--- src/rtl/sseg_display_ctrl.sv ---
// Four-digit multiplexed seven-segment scan controller with a two-source arbiter.
// Background source A owns the display unless priority source B holds a timed grant.
module sseg_display_ctrl #(
   parameter int unsigned CLK_DIV      = 50000,
   parameter int unsigned BLANK_CYCLES = 500,
   parameter int unsigned HOLD_FRAMES  = 200
) (
   input  logic        i_clk,
   input  logic        i_rst_n,
   input  logic [15:0] i_a_value,
   input  logic        i_b_req,
   input  logic [15:0] i_b_value,
   output logic        o_b_ack,
   output logic        o_b_done,
   output logic        o_owner,
   output logic        o_frame_tick,
   output logic [3:0]  o_grounds,
   output logic [6:0]  o_display
);

   // state  | meaning
   // A_OWN  | background value shown, shadow refreshed from a_value each frame
   // B_OWN  | priority value held for frames_left more frame boundaries
   typedef enum logic {
      A_OWN = 1'b0,
      B_OWN = 1'b1
   } state_t;

   localparam int unsigned SW = (CLK_DIV > 2) ? $clog2(CLK_DIV) : 1;
   localparam int unsigned FW = (HOLD_FRAMES > 1) ? $clog2(HOLD_FRAMES + 1) : 1;

   localparam logic [SW-1:0] SLOT_LAST = SW'(CLK_DIV - 1);
   localparam logic [SW:0]   BLANK_TH  = (SW+1)'(CLK_DIV - BLANK_CYCLES);
   localparam logic [FW-1:0] HOLD_LOAD = FW'(HOLD_FRAMES);
   localparam logic [FW-1:0] FRAME_ONE = FW'(1);

   // slot counter runs down: remaining cycles in the current digit slot
   logic [SW-1:0] r_slot_rem;
   logic [1:0]    r_digit;
   logic [15:0]   r_shadow;
   logic [FW-1:0] r_frames_left;
   state_t        r_state;
   logic          r_b_ack;
   logic          r_b_done;
   logic          r_frame_tick;
   logic [3:0]    r_grounds;
   logic [6:0]    r_display;

   logic          w_slot_tc;
   logic          w_boundary;
   logic          w_blank;
   logic [3:0]    w_nibble;
   logic [6:0]    w_seg;

   assign w_slot_tc  = (r_slot_rem == '0);
   assign w_boundary = w_slot_tc && (r_digit == 2'd3);
   // remaining count at or above the threshold means slot_cnt < BLANK_CYCLES
   assign w_blank    = ({1'b0, r_slot_rem} >= BLANK_TH);
   assign w_nibble   = r_shadow[{r_digit, 2'b00} +: 4];

   always_comb begin
      w_seg = 7'b0000000;
      case (w_nibble)
         4'h0: w_seg = 7'b1111110;
         4'h1: w_seg = 7'b0110000;
         4'h2: w_seg = 7'b1101101;
         4'h3: w_seg = 7'b1111001;
         4'h4: w_seg = 7'b0110011;
         4'h5: w_seg = 7'b1011011;
         4'h6: w_seg = 7'b1011111;
         4'h7: w_seg = 7'b1110000;
         4'h8: w_seg = 7'b1111111;
         4'h9: w_seg = 7'b1111011;
         4'hA: w_seg = 7'b1110111;
         4'hB: w_seg = 7'b0011111;
         4'hC: w_seg = 7'b1001110;
         4'hD: w_seg = 7'b0111101;
         4'hE: w_seg = 7'b1001111;
         4'hF: w_seg = 7'b1000111;
         default: w_seg = 7'b0000000;
      endcase
   end

   always_ff @(posedge i_clk or negedge i_rst_n) begin
      if (!i_rst_n) begin
         r_slot_rem <= SLOT_LAST;
         r_digit    <= 2'd0;
      end else if (w_slot_tc) begin
         r_slot_rem <= SLOT_LAST;
         r_digit    <= r_digit + 2'd1;
      end else begin
         r_slot_rem <= r_slot_rem - 1'b1;
      end
   end

   // pin drivers lag the scan state by exactly one cycle
   always_ff @(posedge i_clk or negedge i_rst_n) begin
      if (!i_rst_n) begin
         r_grounds <= 4'b1111;
         r_display <= 7'b0000000;
      end else if (w_blank) begin
         r_grounds <= 4'b1111;
         r_display <= 7'b0000000;
      end else begin
         r_grounds <= ~(4'b0001 << r_digit);
         r_display <= w_seg;
      end
   end

   always_ff @(posedge i_clk or negedge i_rst_n) begin
      if (!i_rst_n) begin
         r_state       <= A_OWN;
         r_shadow      <= 16'h0000;
         r_frames_left <= '0;
         r_b_ack       <= 1'b0;
         r_b_done      <= 1'b0;
         r_frame_tick  <= 1'b0;
      end else begin
         r_b_ack      <= 1'b0;
         r_b_done     <= 1'b0;
         r_frame_tick <= w_boundary;
         if (w_boundary) begin
            case (r_state)
               A_OWN: begin
                  if (i_b_req) begin
                     r_shadow      <= i_b_value;
                     r_b_ack       <= 1'b1;
                     r_frames_left <= HOLD_LOAD;
                     r_state       <= B_OWN;
                  end else begin
                     r_shadow <= i_a_value;
                  end
               end
               B_OWN: begin
                  if (r_frames_left > FRAME_ONE) begin
                     r_frames_left <= r_frames_left - FRAME_ONE;
                  end else begin
                     r_b_done <= 1'b1;
                     if (i_b_req) begin
                        // back-to-back grant: release and re-acquire in one boundary
                        r_shadow      <= i_b_value;
                        r_b_ack       <= 1'b1;
                        r_frames_left <= HOLD_LOAD;
                     end else begin
                        r_shadow      <= i_a_value;
                        r_frames_left <= '0;
                        r_state       <= A_OWN;
                     end
                  end
               end
               default: r_state <= A_OWN;
            endcase
         end
      end
   end

   assign o_b_ack      = r_b_ack;
   assign o_b_done     = r_b_done;
   assign o_owner      = (r_state == B_OWN);
   assign o_frame_tick = r_frame_tick;
   assign o_grounds    = r_grounds;
   assign o_display    = r_display;

endmodule

--- config.mk ---
export PLATFORM = sky130hd
export DESIGN_NAME = sseg_display_ctrl
export DESIGN_NICKNAME = d
export VERILOG_FILES = /design/src/rtl/sseg_display_ctrl.sv
export SDC_FILE = /design/constraint.sdc
export NUM_CORES = 1
export LEC_CHECK = 0
export CORE_MARGIN = 4
export CORE_UTILIZATION = 45
export CTS_CLUSTER_DIAMETER = 50
export CTS_CLUSTER_SIZE = 10
export DETAILED_ROUTE_END_ITERATION = 8
export GPL_ROUTABILITY_DRIVEN = 0
export PLACE_DENSITY_LB_ADDON = 0.2
export SLEW_MARGIN = 30
export SYNTH_ARGS = -nofsm -noshare
export SYNTH_HDL_FRONTEND = slang
export SYNTH_SLANG_ARGS = --single-unit
--- constraint.sdc ---
create_clock -name i_clk -period 3.75 [get_ports i_clk]
set_input_delay 0.75 -clock i_clk [delete_from_list [all_inputs] [get_ports i_clk]]
set_output_delay 0.75 -clock i_clk [all_outputs]
set_load 0.02 [all_outputs]
Word-level counts from Yosys, hierarchy flattened --
Memories as Yosys holds them, arrays and structs flattened. Cells that the tools add are included.
Operators by class: add/sub/neg operators 3, $lt $le $gt $ge 2, equal/unequal tests 3, shift-type cells 2, multiplexer cells 19, bitwise gates (word level) 2, reduce and logical (&&, ||, !) cells 4
Operators with widths (count):
- $mux W16 | 3
- $pmux W16 S2 | 1
- $mux W8 | 3
- $ge A16 B16 Y1 const B | 1
- $logic_not A16 Y1 | 1
- $pmux W8 S2 | 1
- $shiftx A16 B5 Y4 | 1
- $sub A16 B1 Y16 const B | 1
- $gt A8 B1 Y1 const B | 1
- $sub A8 B1 Y8 const B | 1
- $mux W1 | 7
- $mux W7 | 1
- $mux W4 | 1
- $ne A2 B2 Y1 const B | 2
- $not A4 Y4 | 1
- $pmux W1 S2 | 2
- $reduce_and A2 Y1 | 2
- $shl A1 B2 Y4 const A | 1
- $add A2 B1 Y2 const B | 1
- $eq A2 B2 Y1 const B | 1
- $logic_and A1 B1 Y1 | 1
- $not A1 Y1 | 1
Storage, ports and cells: register bits 57, bits in read-only memories 112, input port bits 35, output and inout bits 15, word-level logic and storage cells 46, memories kept 1
Memory list:
- (name not given) | words 16, width 7, read ports 1, clocked after Yosys merged registers in 0, write ports 0, line 63 | case (w_nibble)

Depth between registers and ports, before layout --
Gate-level depths: netlist of the first run.
depth in word-level cells 4, gate-level depth with buffers 8, mapped depth without buffers 7

Least setup slack after synthesis of the first run --
OpenSTA, ideal clock, no wires.
path kind flip-flop to flip-flop, start point reg r_digit[0], end point reg r_display[6], in the netlist o_display[6], setup time 0.137 ns, data arrival time 2.031 ns, data required time 3.613 ns, slack 1.582 ns, cell stages (with the launch flop) 8, path buffers 0, period minus slack after synthesis 2.168 ns, path through dfrtp_1 -> mux4_2 -> inv_1 -> ha_1 -> nor2_1 -> a221o_1 -> a211oi_1 -> a211oi_1
Between the ends: longest elaborated chain between the ends 3
RTL lines:
- from (decl) | line 39 | logic [1:0] r_digit;
- from (signal assigned) | line 90 | r_digit <= r_digit + 2'd1;
- $shiftx A16 B5 Y4 | line 59 | assign w_nibble = r_shadow[{r_digit, 2'b00} +: 4];
- $mem_v2 Z16 W7
- $mux W7 | line 101 | end else if (w_blank) begin
- to (signal assigned) | line 106 | r_display <= w_seg;
- to (decl) | line 47 | logic [6:0] r_display;
No other way between the ends. A chain may end at the register's enable or synchronous reset.

Final worst setup path of the first run --
Ends and elaborated chain as after synthesis.

==> flow_summary_export.csv, run 1 <==
group,metric,value,unit
floorplan,dieArea,8890,sq um
final_layout,design_area,4160,sq um
synthesis,syn_area_per_cell,11.3,sq um
cts,root_buffer,"clkbuf_8",
critical_path,cp_slowest_cell,"mux4_2",
critical_path,cpMostUsedCell,"a211oi_1",
pwr,power.internal,1070,uW
pwr,p_per_area,331,nW/um^2
floorplan,start_util,0.462,
routing,avgRoutedWirePerCell,15.7,microns
critical_path,critPathTopFamily,"multiplexers",
timing,fmaxAchievable,416,MHz
synthesis,synth_warnings,0,
final_layout,drive_above_1_share,0.242,
synthesis,synthDistinctLibCells,57,
timing,finalWorstSetupSlack,1350,ps
timing,fin_crit_sh,0.641,
cts,cts_tree,"built",
routing,postRouteAntennaNets,0,
pwr,power,1380,uW
placed_design,pre_cts_slack,1160,ps
cts,cts-htree-levels,3,
placed_design,port_buffers,49,
timing,worst_pin_slew,545,ps
cts,cts_resized,0,
pwr,vdd_drop_max,0.000203,V
synthesis,synthesis.nets,345,
routing,drc,0,
grt,grt_pass1_wl,11700,microns
cts,cts.sinks,57,
pwr,leakagePower,0.00172,uW
synthesis,synth_flop_cell,"dfrtp_1",
final_layout,fin_util,0.573,
placed_design,placed_area,3950,sq um
timing,setup_viol,0,
final_layout,n_antenna_cell,0,
floorplan,core_region_area,7250,sq um
timing,rsz0062_at_grt,"no",
placed_design,dp_hpwl,5210,microns
pwr,clkPwrFrac,0.434,
critical_path,cp.buffers_inverters,1,
critical_path,end_kind,"flop",
cts,postCtsHoldBufs,0,
critical_path,required,3950,ps
routing,initialDrtViolationCount,139,
hold_path,hold_class,"in -> async",
routing,vias,2523,
floorplan,ios,50,
grt,groute.usage.overall,0.170,
flow_run,max_cap_viol_count,0,
synthesis,ys_seq_area_frac,0.431,
cts,cts_setup_buffers,0,
pwr,power_frac_comb,0.101,
timing,slew_headroom,0.637,
cts,clk_latency,340,ps
timing,fin_worst_skew,9.48,ps
critical_path,cp.arrival,2600,ps
routing,detailedRoute.firstPassIterationCount,5,
pwr,power.switching,302,uW
final_layout,nNetsFinal,400,
synthesis,synth_edf_count,0,
pwr,p_seq_frac,0.466,
cts,numCtsBuffers,9,
grt,grt_start_max_net_pins,25,
timing,hold_viol_final,0,
final_layout,syn2layout_area_growth,24.1,%
pwr,switching_share,0.220,
routing,drt-vias-per-instance,5.55,
floorplan,fp-row-count,31,
timing,drv_slew,0,
grt,antenna_found_initial,0,
floorplan,die_y,94.3,microns
cts,clockBufferDepth,2,
synthesis,syn_inst,296,
critical_path,cpPeakStageDelay,640,ps
critical_path,worst-setup-path-type,"reg -> reg",
cts,clk_pin_slew,60,ps
routing,drt-total-wl,7150,microns
final_layout,n_fill_cell,644,
timing,finalCriticalPeriod,2400,ps
run_status,status,"completed",
synthesis,ys_ff_latch,57,
critical_path,worstPathCellList,"mux4_2 -> inv_1 -> ha_1 -> nor2_1 -> a221o_1 -> a211oi_1 -> a211oi_1",
grt,first_global_vias,2346,
critical_path,cp_max_fo,7,
timing,tns,0,ps
floorplan,dieWidth,94.3,microns
synthesis,async_flop_share,1.00,
grt,overflow,0,
critical_path,crit_path_start_kind,"flop",
synthesis,synth_area,3350,sq um
stage by stage:
| step | std cells | hold slack [ps] |
|---|---|---|
| floorplan | 296 | 436 |
| global placement | 439 | 448 |
| detailed placement | 439 | 459 |
| CTS | 455 | 393 |
| global route | 455 | 424 |
| finish | 455 | 392 |
cell usage after synthesis (3+ instances only):
library cell	n	area, sq um
inv_1	14	52.6
nor4_1	5	31.3
ha_1	14	175
nand4_1	6	37.5
mux2_4	10	150
a211oi_1	7	52.6
mux4_2	4	90.1
or4_1	3	22.5
nor3_1	10	50.1
clkbuf_1	6	22.5
dfstp_2	13	342
o31ai_1	4	30.0
o21ai_0	11	55.1
or3_1	4	25.0
nand3_1	10	50.1
nor2_1	21	78.8
and4_1	3	26.3
mux2_2	27	304
buf_2	3	15.0
xor2_1	8	70.1
xnor2_1	8	70.1
dfrtp_1	44	1100
a21oi_1	3	15.0
nand2_1	13	48.8
cell type report:
type / instances / area, sq um / area share
multi-input cells: 213 / 1800 / 0.432
flip-flops and latches: 57 / 1440 / 0.347
repair buffers: 55 / 531 / 0.128
clock buffers: 14 / 173 / 0.0415
well taps: 99 / 124 / 0.0298
inverters: 15 / 56.3 / 0.0135
clock inverters: 2 / 35.0 / 0.00842
metal layers:
metal  wire length (microns)  share of wire  GRT usage  vias up
li1                        -              -          -     1210
met1                    3380           0.47      0.248     1210
met2                    3220           0.45      0.243       90
met3                     410          0.057     0.0329       13
met4                     144          0.020     0.0758        0
met5                       0              0          0        -
path summary, 6_finish.rpt:
path	from	end	slack [ps]	depth (start not counted)
min	i_rst_n	r_frames_left[0]	390	1
max in group asynchronous	i_rst_n	o_grounds[0]	2640	2
min reg2reg	r_slot_rem[0]	r_slot_rem[0]	470	1
min in group i_clk	r_slot_rem[0]	r_slot_rem[0]	470	1
max reg2reg	r_digit[0]	o_display[6]	1350	7
max	r_digit[0]	o_display[6]	1350	7
cell usage in the layout (no fill, tap or decap), types with 4 or more instances in the layout:
cell type / instances
clkdlybuf4s50_1: 48
dfrtp_1: 44
mux2_2: 27
nor2_1: 21
inv_1: 14
ha_1: 14
nand2_1: 13
dfstp_2: 13
clkbuf_8: 12
o21ai_0: 11
nor3_1: 10
nand3_1: 10
mux2_4: 10
xor2_1: 8
xnor2_1: 8
a211oi_1: 7
nand4_1: 6
buf_4: 6
nor4_1: 5
mux4_2: 4
or3_1: 4
o31ai_1: 4
state kept, by name, indices dropped and copies added (netlist names):
register and flops:
r_shadow 16, r_slot_rem 16, o_b_ack 1, o_frame_tick 1
r_digit 2, o_b_done 1, r_frames_left 8, o_grounds 4
o_owner 1, o_display 7
cells by family (layout without fill, tap and decap cells):
| logic type | Yosys count | count (layout) | share of synthesized area |
|---|---|---|---|
| buffers and inverters | 26 | 86 | 0.0329 |
| xor gates and xnor gates | 16 | 16 | 0.0418 |
| AOI/OAI and AO/OA | 47 | 47 | 0.112 |
| DFF | 57 | 57 | 0.431 |
| adders and majority gates | 14 | 14 | 0.0523 |
| and+or+nand+nor | 93 | 93 | 0.162 |
| muxes | 43 | 43 | 0.168 |
power groups by stage:
| stage | logic [uW] | registers, uW | clock network (uW) |
|---|---|---|---|
| finish | 139 | 641 | 597 |
| global route | 153 | 642 | 639 |
| CTS | 140 | 641 | 611 |
| detailed placement | 139 | 652 | 0 |
| global placement | 137 | 651 | 0 |
| floorplan | 77.8 | 647 | 0 |
Power figures use the tool's default switching activity.
==> run 2, diff against run 1 <==
- clock period: 3.75 -> 2.1 ns (I/O delays scaled with it)
==> flow_summary_export.csv, run 2 (synthesized netlist as in run 1, its figures left out) <==
group,metric,value,unit
critical_path,required,2290,ps
hold_path,hold_class,"in -> async",
grt,grt_pass1_wl,11900,microns
routing,drt-total-wl,7290,microns
critical_path,end_kind,"flop",
grt,first_global_vias,2493,
timing,hold_viol_final,0,
final_layout,largestRegisters,"r_shadow (16), r_slot_rem (16), r_frames_left (8)",
critical_path,cp.arrival,2210,ps
cts,cts-htree-levels,3,
cts,root_buffer,"clkbuf_8",
floorplan,dieWidth,94.3,microns
flow_run,max_cap_viol_count,0,
final_layout,syn2layout_area_growth,28.4,%
cts,numCtsBuffers,9,
grt,grt_start_max_net_pins,36,
cts,clockBufferDepth,2,
placed_design,port_buffers,49,
floorplan,dieArea,8890,sq um
placed_design,dp_hpwl,5340,microns
final_layout,nNetsFinal,419,
floorplan,ios,50,
routing,initialDrtViolationCount,84,
grt,groute.usage.overall,0.171,
timing,worst_pin_slew,562,ps
timing,slew_headroom,0.625,
critical_path,worst-setup-path-type,"reg -> reg",
timing,rsz0062_at_grt,"no",
floorplan,die_y,94.3,microns
timing,drv_slew,0,
cts,postCtsHoldBufs,0,
final_layout,drive_above_1_share,0.291,
routing,vias,2596,
floorplan,fp-row-count,31,
timing,fmaxAchievable,495,MHz
routing,drt-vias-per-instance,5.48,
grt,antenna_found_initial,0,
routing,drc,0,
timing,fin_crit_sh,0.962,
routing,detailedRoute.firstPassIterationCount,4,
pwr,leakagePower,0.00179,uW
critical_path,cp_max_fo,3,
timing,setup_viol,0,
grt,overflow,0,
run_status,status,"completed",
final_layout,n_antenna_cell,0,
timing,finalCriticalPeriod,2020,ps
routing,postRouteAntennaNets,0,
routing,avgRoutedWirePerCell,15.4,microns
timing,tns,0,ps
cts,cts.sinks,57,
pwr,power,2280,uW
timing,fin_worst_skew,10.2,ps
critical_path,crit_path_start_kind,"flop",
final_layout,final_common_cell,"clkdlybuf4s50_1",
cts,cts_tree,"built",
pwr,p_per_area,529,nW/um^2
cts,clk_pin_slew,70,ps
floorplan,core_region_area,7250,sq um
floorplan,start_util,0.462,
final_layout,most-common-layout-cells,"clkdlybuf4s50_1, dfrtp_1, mux2_2, buf_4, nor2_1",
pwr,vdd_drop_max,0.000329,V
cts,clk_latency,330,ps
## run 2: cell types whose count changed in the layout (fill, tap and decap cells not counted), sizes merged
cell / change
bufinv: -1
clkbuf: +1
buf: +19
## run 2: worst max-delay path: stages (launching register included)
cell	delay (ps)
dfrtp_2	400
mux4_2	560
inv_2	100
ha_2	200
nor2_1	60
a221o_1	350
a211oi_2	160
a211oi_1	70
## run 2: final timing paths
check,startpoint,to,slack (ps),cells past startpoint
worst max-delay path,r_digit[0],o_display[6],80,7
worst min-delay path,i_rst_n,r_frames_left[0],80,1
worst max register to register,r_digit[0],o_display[6],80,7
worst min register to register,r_slot_rem[0],r_slot_rem[0],470,1
max in group asynchronous,i_rst_n,r_slot_rem[0],1380,2
min in group i_clk,r_slot_rem[0],r_slot_rem[0],470,1
## run 2: power breakdown
part	internal, uW	total (uW)	switching, uW	leakage [uW]
Clock	461	870	409	0.0000817
Combinational	158	262	103	0.00103
Sequential	1120	1140	20.4	0.000682
Total	1740	2280	533	0.00179
## run 2: timing repair
action	4_1_cts	5_1_grt
buffers inserted	0	1
endpoints found under the setup margin	2	19
pin swaps	0	1
resized for setup	1	5
## run 2: cell type report
type	instances	area, sq um
clock buffers	15	156
clock inverters	1	5.00
fillers	604	2950
inverters	15	56.3
multi-input cells	213	1820
flip-flops and latches	57	1440
well taps	99	124
repair buffers	74	698
## run 2: metal layers
metal | GRT usage | vias to the layer above | share of wire | wire length, microns
met5 | 0 | - | 0 | 0
met2 | 0.261 | 54 | 0.46 | 3340
met4 | 0.0650 | 0 | 0.016 | 118
met1 | 0.242 | 1287 | 0.49 | 3540
li1 | - | 1245 | - | -
met3 | 0.0304 | 10 | 0.040 | 291
## run 2: through the flow
| stage | setup slack (ps) | utilization | hold WS [ps] | instances | instance area (sq um) |
|---|---|---|---|---|---|
| 3_5_place_dp | 18.8 | 0.565 | 439 | 457 | 4100 |
| 6_report | 80.4 | 0.593 | 76.1 | 474 | 4300 |
| 5_1_grt | 18.1 | 0.593 | 97.9 | 474 | 4300 |
| 4_1_cts | 23.0 | 0.588 | 81.8 | 473 | 4270 |
| 2_1_floorplan | 12.6 | - | 124 | 296 | 3350 |
| 3_3_place_gp | 22.8 | 0.565 | 433 | 457 | 4100 |
==> run 3, diff against run 2 <==
- GPL_ROUTABILITY_DRIVEN: 0 -> not set
==> flow_summary_export.csv, run 3 (synthesized netlist as in run 1, its figures left out) <==
group,metric,value,unit
critical_path,required,2300,ps
routing,drt-vias-per-instance,5.53,
timing,slew_headroom,0.660,
routing,drc,0,
pwr,switching_share,0.246,
timing,setup_viol,0,
cts,numCtsBuffers,9,
floorplan,core_region_area,7250,sq um
timing,worst_pin_slew,510,ps
grt,grt_start_max_net_pins,39,
critical_path,worstPathCellList,"mux4_2 -> inv_2 -> ha_2 -> nor2_1 -> a221o_1 -> a211oi_2 -> a211oi_1",
critical_path,critPathTopFamily,"compound AO/OA/AOI/OAI gates",
timing,fin_crit_sh,0.962,
routing,avgRoutedWirePerCell,16.2,microns
final_layout,nNetsFinal,421,
placed_design,pre_cts_slack,-4.41,ps
floorplan,ios,50,
final_layout,n_antenna_cell,0,
final_layout,most-common-layout-cells,"clkdlybuf4s50_1, dfrtp_1, mux2_2, buf_4, nor2_1",
pwr,power.switching,596,uW
placed_design,port_buffers,49,
cts,root_buffer,"clkbuf_8",
timing,hold_viol_final,0,
final_layout,design_area,4350,sq um
critical_path,cp_max_fo,3,
pwr,p_seq_frac,0.473,
critical_path,cp.buffers_inverters,1,
final_layout,largestRegisters,"r_shadow (16), r_slot_rem (16), r_frames_left (8)",
critical_path,r2r_slack,80,ps
floorplan,start_util,0.462,
grt,overflow,0,
routing,drt-total-wl,7710,microns
pwr,vdd_drop_max,0.000370,V
grt,groute.usage.overall,0.185,
cts,cts.sinks,57,
cts,postCtsHoldBufs,0,
critical_path,end_kind,"flop",
hold_path,hold_class,"in -> async",
timing,finalWorstSetupSlack,78.9,ps
critical_path,cp.arrival,2220,ps
final_layout,syn2layout_area_growth,29.9,%
cts,clk_latency,340,ps
grt,grt_pass1_wl,12600,microns
timing,drv_slew,0,
pwr,clkPwrFrac,0.418,
timing,finalCriticalPeriod,2020,ps
cts,clk_pin_slew,70,ps
floorplan,dieWidth,94.3,microns
routing,postRouteAntennaNets,0,
floorplan,fp-row-count,31,
cts,cts-htree-levels,3,
routing,detailedRoute.firstPassIterationCount,4,
critical_path,cp_slowest_cell,"mux4_2",
floorplan,dieArea,8890,sq um
timing,tns,0,ps
pwr,power.internal,1830,uW
placed_design,dp_hpwl,5680,microns
placed_design,gp_congestion,0.832,
pwr,leakagePower,0.00181,uW
grt,antenna_found_initial,0,
pwr,power_frac_comb,0.109,
routing,initialDrtViolationCount,101,
cts,cts_tree,"built",
final_layout,final_common_cell,"clkdlybuf4s50_1",
placed_design,placed_area,4120,sq um
run_status,status,"completed",
timing,fmaxAchievable,495,MHz
grt,first_global_vias,2686,
critical_path,worst-setup-path-type,"reg -> reg",
floorplan,die_y,94.3,microns
critical_path,crit_path_start_kind,"flop",
final_layout,fin_util,0.600,
cts,clockBufferDepth,2,
flow_run,max_cap_viol_count,0,
timing,fin_worst_skew,8.02,ps
critical_path,cpPeakStageDelay,560,ps
final_layout,drive_above_1_share,0.310,
pwr,p_per_area,556,nW/um^2
routing,vias,2631,
-- run 3: metrics by stage --
stage | hold slack, ps | instances | total power (uW)
final | 44.2 | 476 | 2420
after CTS | 55.2 | 475 | 2440
after floorplan | 124 | 296 | 1290
after global placement | 420 | 459 | 1410
after detailed placement | 421 | 459 | 1420
after global routing | 68.1 | 476 | 2530
-- run 3: final cells by class --
cell class                      instances  area (sq um)
Fill cell                             612          2900
Tap cell                               99           124
Sequential cell                        57          1440
Clock buffer                            9           124
Timing Repair Buffer                   76           713
Inverter                               15          56.3
Multi-Input combinational cell        213          1820
Clock inverter                          7          71.3
-- run 3: repair_timing --
item,4_1_cts,5_1_grt
setup endpoints to repair,13,15
resized for setup,2,5
setup buffers,0,1
pin swaps,0,1
-- run 3: final timing paths --
path                                          to          start  cells past startpoint
worst min-delay path            r_frames_left[4]        i_rst_n                      1
worst min register to register     r_slot_rem[0]  r_slot_rem[0]                      1
max in group asynchronous          r_slot_rem[6]        i_rst_n                      2
worst max register to register      o_display[6]     r_digit[0]                      7
min in group i_clk                 r_slot_rem[0]  r_slot_rem[0]                      1
worst max-delay path                o_display[6]     r_digit[0]                      7
-- run 3: routing by layer --
layer / GRT usage / up-vias / share of wire
li1: - / 1250 / -
met1: 0.240 / 1285 / 0.45
met2: 0.285 / 84 / 0.48
met3: 0.0441 / 12 / 0.054
met4: 0.0999 / 0 / 0.017
met5: 0 / - / 0
-- run 3: power by group through the flow --
stage                     sequential (uW)  combinational (uW)  clock (uW)
after floorplan                      1160                 139           0
after detailed placement             1160                 260           0
after CTS                            1140                 261        1040
after global routing                 1150                 289        1090
after global placement               1160                 253           0
final                                1140                 264        1010
-- run 3: worst register-to-register path, delay by kind of cell, from the launching register on --
kind,cells,cell delay (ps)
DFF,1,400
adders and majority gates,1,190
buffers and inverters,1,100
muxes,1,560
and+or+nand+nor,1,60
AOI/OAI and AO/OA,3,570
